==> src/rtl/vault_pkg.sv <==
// vault_pkg
//   Constants shared by the vault entry conditioner, the lock FSM and the
//   display driver.
//   DIGIT_W                  code digit width (equals the switch bank width)
//   DEBOUNCE_CYCLES_DEFAULT  10 ms of settling time at 100 MHz
//   DEBOUNCE_CYCLES_SIM      short settling time for simulation builds
//   SYNC_STAGES_DEFAULT      synchroniser depth for asynchronous board inputs
package vault_pkg;

  localparam int unsigned DIGIT_W                 = 4;
  localparam int unsigned DEBOUNCE_CYCLES_DEFAULT = 1_000_000;
  localparam int unsigned DEBOUNCE_CYCLES_SIM     = 4;
  localparam int unsigned SYNC_STAGES_DEFAULT     = 2;

endpackage

==> src/rtl/vault_debounce.sv <==
// vault_debounce
//   Single-bit synchroniser plus debouncer. A level change on the synchronised
//   input must persist for DEBOUNCE_CYCLES consecutive cycles before it is
//   reflected on 'stable'. Any return to the current stable level restarts
//   the count.
// Ports
//   clk       in   system clock
//   rst       in   synchronous active-high reset
//   din       in   raw asynchronous input
//   din_sync  out  din after SYNC_STAGES flops
//   stable    out  debounced level
module vault_debounce
  import vault_pkg::*;
#(
  parameter int unsigned DEBOUNCE_CYCLES = DEBOUNCE_CYCLES_DEFAULT,
  parameter int unsigned SYNC_STAGES     = SYNC_STAGES_DEFAULT
) (
  input  logic clk,
  input  logic rst,
  input  logic din,
  output logic din_sync,
  output logic stable
);

  localparam int unsigned     CNT_W    = $clog2(DEBOUNCE_CYCLES + 1);
  localparam logic [CNT_W-1:0] CNT_LAST = CNT_W'(DEBOUNCE_CYCLES - 1);

  logic [SYNC_STAGES-1:0] sync_q, sync_d;
  logic [CNT_W-1:0]       cnt_q, cnt_d;
  logic                   stable_q, stable_d;

  assign din_sync = sync_q[SYNC_STAGES-1];
  assign stable   = stable_q;

  always_comb begin
    sync_d   = {sync_q[SYNC_STAGES-2:0], din};
    cnt_d    = cnt_q;
    stable_d = stable_q;
    if (din_sync == stable_q) begin
      cnt_d = '0;
    end else if (cnt_q == CNT_LAST) begin
      stable_d = din_sync;
      cnt_d    = '0;
    end else begin
      cnt_d = cnt_q + CNT_W'(1);
    end
  end

  always_ff @(posedge clk) begin
    if (rst) begin
      sync_q   <= '0;
      cnt_q    <= '0;
      stable_q <= 1'b0;
    end else begin
      sync_q   <= sync_d;
      cnt_q    <= cnt_d;
      stable_q <= stable_d;
    end
  end

endmodule

==> src/rtl/vault_entry_conditioner.sv <==
// vault_entry_conditioner
//   Input stage for the vault lock FSM. Debounces the enter button, samples
//   the code switches on each clean press and offers the digit over a
//   valid/ready handshake. A press arriving while a digit is still pending is
//   dropped and recorded in the sticky overrun flag.
// Ports
//   clk          in   system clock
//   btnC         in   synchronous active-high reset
//   btnU         in   raw enter button
//   sw           in   raw code switches
//   digit        out  captured digit, meaningful while digit_valid=1
//   digit_valid  out  digit pending for the lock FSM
//   digit_ready  in   lock FSM accepts the pending digit this cycle
//   btn_stable   out  debounced btnU level
//   overrun      out  sticky dropped-press flag, cleared by reset only
module vault_entry_conditioner #(
  parameter int unsigned DEBOUNCE_CYCLES = vault_pkg::DEBOUNCE_CYCLES_DEFAULT,
  parameter int unsigned SYNC_STAGES     = vault_pkg::SYNC_STAGES_DEFAULT,
  parameter int unsigned DIGIT_W         = vault_pkg::DIGIT_W
) (
  input  logic               clk,
  input  logic               btnC,
  input  logic               btnU,
  input  logic [DIGIT_W-1:0] sw,
  output logic [DIGIT_W-1:0] digit,
  output logic               digit_valid,
  input  logic               digit_ready,
  output logic               btn_stable,
  output logic               overrun
);

  logic                            btn_sync;
  logic                            btn_stable_int;
  logic [SYNC_STAGES-1:0][DIGIT_W-1:0] sw_pipe_q, sw_pipe_d;
  logic [DIGIT_W-1:0]              sw_sync;
  logic                            btn_stable_prev_q, btn_stable_prev_d;
  logic [SYNC_STAGES-1:0]          prime_q, prime_d;
  logic                            armed_q, armed_d;
  logic                            press;
  logic [DIGIT_W-1:0]              digit_q, digit_d;
  logic                            digit_valid_q, digit_valid_d;
  logic                            overrun_q, overrun_d;

  vault_debounce #(
    .DEBOUNCE_CYCLES (DEBOUNCE_CYCLES),
    .SYNC_STAGES     (SYNC_STAGES)
  ) u_btn_debounce (
    .clk      (clk),
    .rst      (btnC),
    .din      (btnU),
    .din_sync (btn_sync),
    .stable   (btn_stable_int)
  );

  assign sw_sync     = sw_pipe_q[SYNC_STAGES-1];
  assign btn_stable  = btn_stable_int;
  assign digit       = digit_q;
  assign digit_valid = digit_valid_q;
  assign overrun     = overrun_q;

  always_comb begin
    sw_pipe_d[0] = sw;
    for (int unsigned i = 1; i < SYNC_STAGES; i++) begin
      sw_pipe_d[i] = sw_pipe_q[i-1];
    end
  end

  // A button held through reset must not count as a press. Presses are only
  // armed once the synchroniser has filled with post-reset samples and has
  // delivered a released (0) level at least once.
  always_comb begin
    prime_d           = {prime_q[SYNC_STAGES-2:0], 1'b1};
    armed_d           = armed_q | (prime_q[SYNC_STAGES-1] & ~btn_sync);
    btn_stable_prev_d = btn_stable_int;
  end

  assign press = btn_stable_int & ~btn_stable_prev_q & armed_q;

  always_comb begin
    digit_d       = digit_q;
    digit_valid_d = digit_valid_q;
    overrun_d     = overrun_q;
    if (press) begin
      if (!digit_valid_q || digit_ready) begin
        digit_d       = sw_sync;
        digit_valid_d = 1'b1;
      end else begin
        overrun_d = 1'b1;
      end
    end else if (digit_valid_q && digit_ready) begin
      digit_valid_d = 1'b0;
    end
  end

  always_ff @(posedge clk) begin
    if (btnC) begin
      sw_pipe_q         <= '0;
      prime_q           <= '0;
      armed_q           <= 1'b0;
      btn_stable_prev_q <= 1'b0;
      digit_q           <= '0;
      digit_valid_q     <= 1'b0;
      overrun_q         <= 1'b0;
    end else begin
      sw_pipe_q         <= sw_pipe_d;
      prime_q           <= prime_d;
      armed_q           <= armed_d;
      btn_stable_prev_q <= btn_stable_prev_d;
      digit_q           <= digit_d;
      digit_valid_q     <= digit_valid_d;
      overrun_q         <= overrun_d;
    end
  end

endmodule

==> config.mk <==
export PLATFORM = sky130hd
export DESIGN_NAME = vault_entry_conditioner
export DESIGN_NICKNAME = d
export VERILOG_FILES = /design/src/rtl/vault_pkg.sv /design/src/rtl/vault_debounce.sv /design/src/rtl/vault_entry_conditioner.sv
export SDC_FILE = /design/constraint.sdc
export NUM_CORES = 1
export LEC_CHECK = 0
export ABC_AREA = 1
export CAP_MARGIN = 20
export CORE_UTILIZATION = 50
export DETAILED_ROUTE_END_ITERATION = 16
export PLACE_DENSITY_LB_ADDON = 0.1
export SETUP_SLACK_MARGIN = 0.02
export SLEW_MARGIN = 30
export SYNTH_ARGS = -nofsm -noshare
export SYNTH_HDL_FRONTEND = slang
export SYNTH_SLANG_ARGS = --single-unit
==> constraint.sdc <==
create_clock -name clk -period 1.9 [get_ports clk]
set_clock_uncertainty 0.05 [all_clocks]
set_input_delay 0.475 -clock clk [delete_from_list [all_inputs] [get_ports clk]]
set_output_delay 0.475 -clock clk [all_outputs]
set_load 0.01 [all_outputs]
### Word level (Yosys, flattened, before mapping)

Index checks and enable logic that the tools add are counted.

* word-level logic and storage cells: 37
* bits in registers: 41
* input port bits: 8

* bitwise logic cells: 8
* eq/ne operators: 3
* mux-type cells: 4
* $add $sub $neg: 1
* reduce and logical (&&, ||, !) cells: 9

Operators by type and width (number)
* adder 20 x 1 -> 20 bit, second input constant: 1
* equality test 20 bit, second input constant: 1
* AND reduction 2 bit: 4
* 2-to-1 mux 1 bit: 4
* NOT 1 bit: 4
* AND 1 bit: 3
* OR reduction 3 bit: 1
* inequality test 2 x 1 -> 1 bit, second input constant: 1
* nonzero test 2 bit: 1
* equality test 1 bit: 1
* logical AND 1 bit: 1
* zero test 1 bit: 1
* logical OR 1 bit: 1
* bitwise OR 1 bit: 1

### Depth between registers and ports, before layout

* word-level depth: 5
* mapped depth: 9
* gate-level depth less buffers: 8

### By module

A second synthesis with hierarchy kept.

* cell total of the unflattened synthesis: 236
* area total of the unflattened synthesis: 1771.7 um2

By module, submodules not included
* vault_debounce: times used 1, sequential area each 460.4 um2, area each 1171.1 um2, cells each 161
* vault_entry_conditioner: times used 1, sequential area each 360.3 um2, area each 600.6 um2, cells each 75

### Worst setup path after synthesis

Ideal clock, no wire load.

* path type: register -> register
* start point: reg u_btn_debounce.cnt_q[0]
* end point: reg u_btn_debounce.cnt_q[11]
* slack: 512 ps
* cell stages (with the launch flop): 10
* arrival time: 1224 ps
* data required time: 1735 ps
* library setup time: 115 ps
* buffers on the path: 1
* cells stage by stage: dfxtp_1 -> ha_1 -> nand3_2 -> inv_2 -> nand2_1 -> nor2_1 -> nand2_1 -> nand2_4 -> buf_6 -> nor2_1

* cells in the longest elaborated chain, start to end: 2
* elaborated cells on any way between the ends: 3
* those cells by class: add/sub (1); eq/ne (1); reduce/logical (1)

Ends and longest elaborated chain
* start: declaration: line vault_debounce.sv:29 `logic [CNT_W-1:0] cnt_q, cnt_d;`
* start signal: assignment: line vault_debounce.sv:56 `cnt_q <= cnt_d;`
* branches (longest 2 deep; another with adder 20 x 1 -> 20 bit)

Parallel ways; which one is timed is not known.
A chain may end at the register's enable or synchronous reset.

### Worst setup path after layout

* start point: reg u_btn_debounce.stable_q (netlist: u_btn_debounce.stable)
* end point: out btn_stable

RTL lines
* start: declaration: line vault_debounce.sv:30 `logic stable_q, stable_d;`
* start signal: assignment: line vault_debounce.sv:57 `stable_q <= stable_d;`
* end: declaration: line vault_entry_conditioner.sv:28 `output logic btn_stable,`

No word-level cell between the ends.

==> results.toml <==
[critical_path]
cp-end-kind = "output pin"
r2r_end = "u_btn_debounce.cnt_q[18]"
slowest_stage = "clkdlybuf4s50_1"
slowest_delay_ps = 550
regToRegSetupSlack_ps = 340
worstPathCellList = "clkdlybuf4s50_1"
ff2ff_path_depth = 8
crit_family = "buffers and inverters"
arrival_ps = 1270
critPathBufInv = 1
cp.required_ps = 1370
cp-start-kind = "register"
cp_max_fo = 4
critPathKind = "reg -> out"
r2r-start = "u_btn_debounce.cnt_q[0]"

[finish]
area_growth_pct = 13.4
n_fill_cell = 324
final_common_cell = "nor2_1"
fin_util_pct = 61.3
multiInputGateArea_sq_um = 734
seq_area_sq_um = 821
final_cell_mix = "nor2_1 (67), nand2_1 (44), dfxtp_1 (41)"
n_antenna_cell = 0
nNetsFinal = 266
final_layout_size_suffix_gt1_share_pct = 6.59

[detailed_routing]
finalWirelength_microns = 2860
drc = 0
via_count = 1388
ant_nets = 0
avgRoutedWirePerCell_microns = 9.46
drt_iter0_markers = 61
drt-pass1-iter-count = 4
via_per_inst = 4.60

[clocking]
cts_max_level = 2
cts_resized = 0
numCtsBuffers = 5
cts_tree = "yes"
clock_sinks = 41
root_buffer = "clkbuf_4"
hold_buffers = 0
post_cts_buffers = 0
cts_buffer_depth = 2
clock_latency_ps = 350
clk_pin_slew_ps = 110

[logic_synthesis]
syn_inst = 238
synth_flop_cell = "dfxtp_1"
netlist.area_leader.share_pct = 48.1
netlist_top_cells_area = "dfxtp_1 (48%), nor2_1 (15%), nand2_1 (9.7%)"
ys_types = 23
syn_area_per_cell_sq_um = 7.17
ys_seq_elements = 41
synthArstFlopShare_pct = 0
synth_edf_count = 0
yosysSeqAreaShare_pct = 48.1
yosys_warnings = 0
yosysTopAreaCell = "dfxtp_1"
syn-num-nets = 247
syn_area_sq_um = 1710

[sta]
hold_violations = 0
period_minus_slack_ps = 1800
timing.final.setup_violations = 0
worstMarginPinSlew_ps = 275
slew_violations = 0
period_share_pct = 94.6
fin_setup_tns_ps = 0
rsz0062_at_grt = "false"
slew_headroom_pct = 81.6
max_freq_mhz = 556

[run_status]
status = "finished clean"

[global_routing]
grt_max_degree = 20
antenna_found_initial = 0
grt_pass1_vias = 1128
grt_pass1_wl_microns = 4850
grt.total_usage_pct = 18.6
overflow = 0

[die]
initial_core_util_pct = 54.1
rows = 20
chipWidth_microns = 60.4
die_y_microns = 60.4
dieArea_sq_um = 3650
fp.coreArea_sq_um = 3150
io-pin-count = 15

[min_path]
hold_path_depth = 2
hold_start = "u_btn_debounce.sync_q[0]"
hold_class = "reg -> reg"
worst_hold_path.endpoint = "u_btn_debounce.sync_q[1]"

[power]
ir_worst_vdd_mv = 0.475
p_leak_nw = 0.699
pwr_density_cell_nw_per_um2 = 688

[placement]
place.gp.congestion = 0.823
port_buffers = 14
hpwl_microns = 2130

[flow_run]
cap_violations = 0
[worst register-to-register path, stage by stage (launching register included)]
cell	delay, ps
dfxtp_1	370
ha_1	210
nand3_2	130
inv_2	100
nand2_1	60
nor2_1	130
nand2_1	120
nand2_4	200
nor2_1	80
[power by group]
part,internal [W],switching [W],total (W)
Sequential,0.000873,0.00000422,0.000878
Combinational,0.0000217,0.0000210,0.0000427
Clock,0.000141,0.000268,0.000409
Total,0.00104,0.000293,0.00133
[cells in the mapped netlist, types with 2 or more instances]
library cell  instances
nand2_1              44
o21ai_0               6
inv_1                31
xnor2_1               3
dfxtp_1              41
xor2_1                5
nor2_1               67
or2_2                 2
nor2_2                2
nand3_1              12
a21oi_1              10
buf_6                 2
inv_2                 2
nand3b_1              2
[area by class of cell]
cell class	instances	share of cell area, %
clock inverters	2	0.518
flip-flops and latches	41	42.5
inverters	33	6.41
well taps	44	2.85
multi-input cells	161	38.0
repair buffers	15	7.64
clock buffers	6	2.14
[routing by layer]
metal  share of wire [%]  vias to the layer above  global-route usage [%]
li1                    -                      759                       -
met1                  55                      596                    26.6
met2                  38                       25                    24.8
met3                 3.9                        8                    5.12
met4                 2.5                        0                    11.0
met5                   0                        -                       0
[worst max path at each step]
stage                                  startpoint                        to  slack [ps]  cells after the start
after CTS                   u_btn_debounce.stable                btn_stable          80                      1
after floorplan           u_btn_debounce.cnt_q[0]  u_btn_debounce.cnt_q[11]         510                      9
final                       u_btn_debounce.stable                btn_stable         100                      1
after detailed placement                     btnC   u_btn_debounce.cnt_q[2]         110                      6
after global placement                       btnC   u_btn_debounce.cnt_q[2]         150                      6
after global routing        u_btn_debounce.stable                btn_stable          20                      1
[per-stage QoR]
stage	cell area, sq um	hold slack, ps	total power, W	std cells	setup WS [ps]
final	1930	351	0.00133	302	102
after CTS	1930	359	0.00134	302	83.6
after floorplan	1710	338	0.000922	238	512
after global placement	1880	339	0.000939	294	147
after detailed placement	1880	346	0.000940	294	113
after global routing	1930	378	0.00139	302	23.1
[logic make-up (layout without fill, tap and decap cells)]
logic type	count (synthesis)	count (layout)	synth area share [%]
AOI/OAI and AO/OA	18	18	5.65
xor gates and xnor gates	8	8	4.11
adders and majority gates	1	1	0.734
buffers and inverters	36	56	8.80
DFF	41	41	48.1
and+or+nand+nor	134	134	32.6
[flip-flops by register name, summed over array words and instances (netlist names)]
signal	count
u_btn_debounce.cnt_q	20
digit	4
sw_pipe_d	4
sw_sync	4
prime_q	2
u_btn_debounce.sync_q	2
armed_q	1
btn_stable_prev_q	1
digit_valid	1
overrun	1
u_btn_debounce.stable	1
Note: power is estimated with default switching activity, not from simulation.
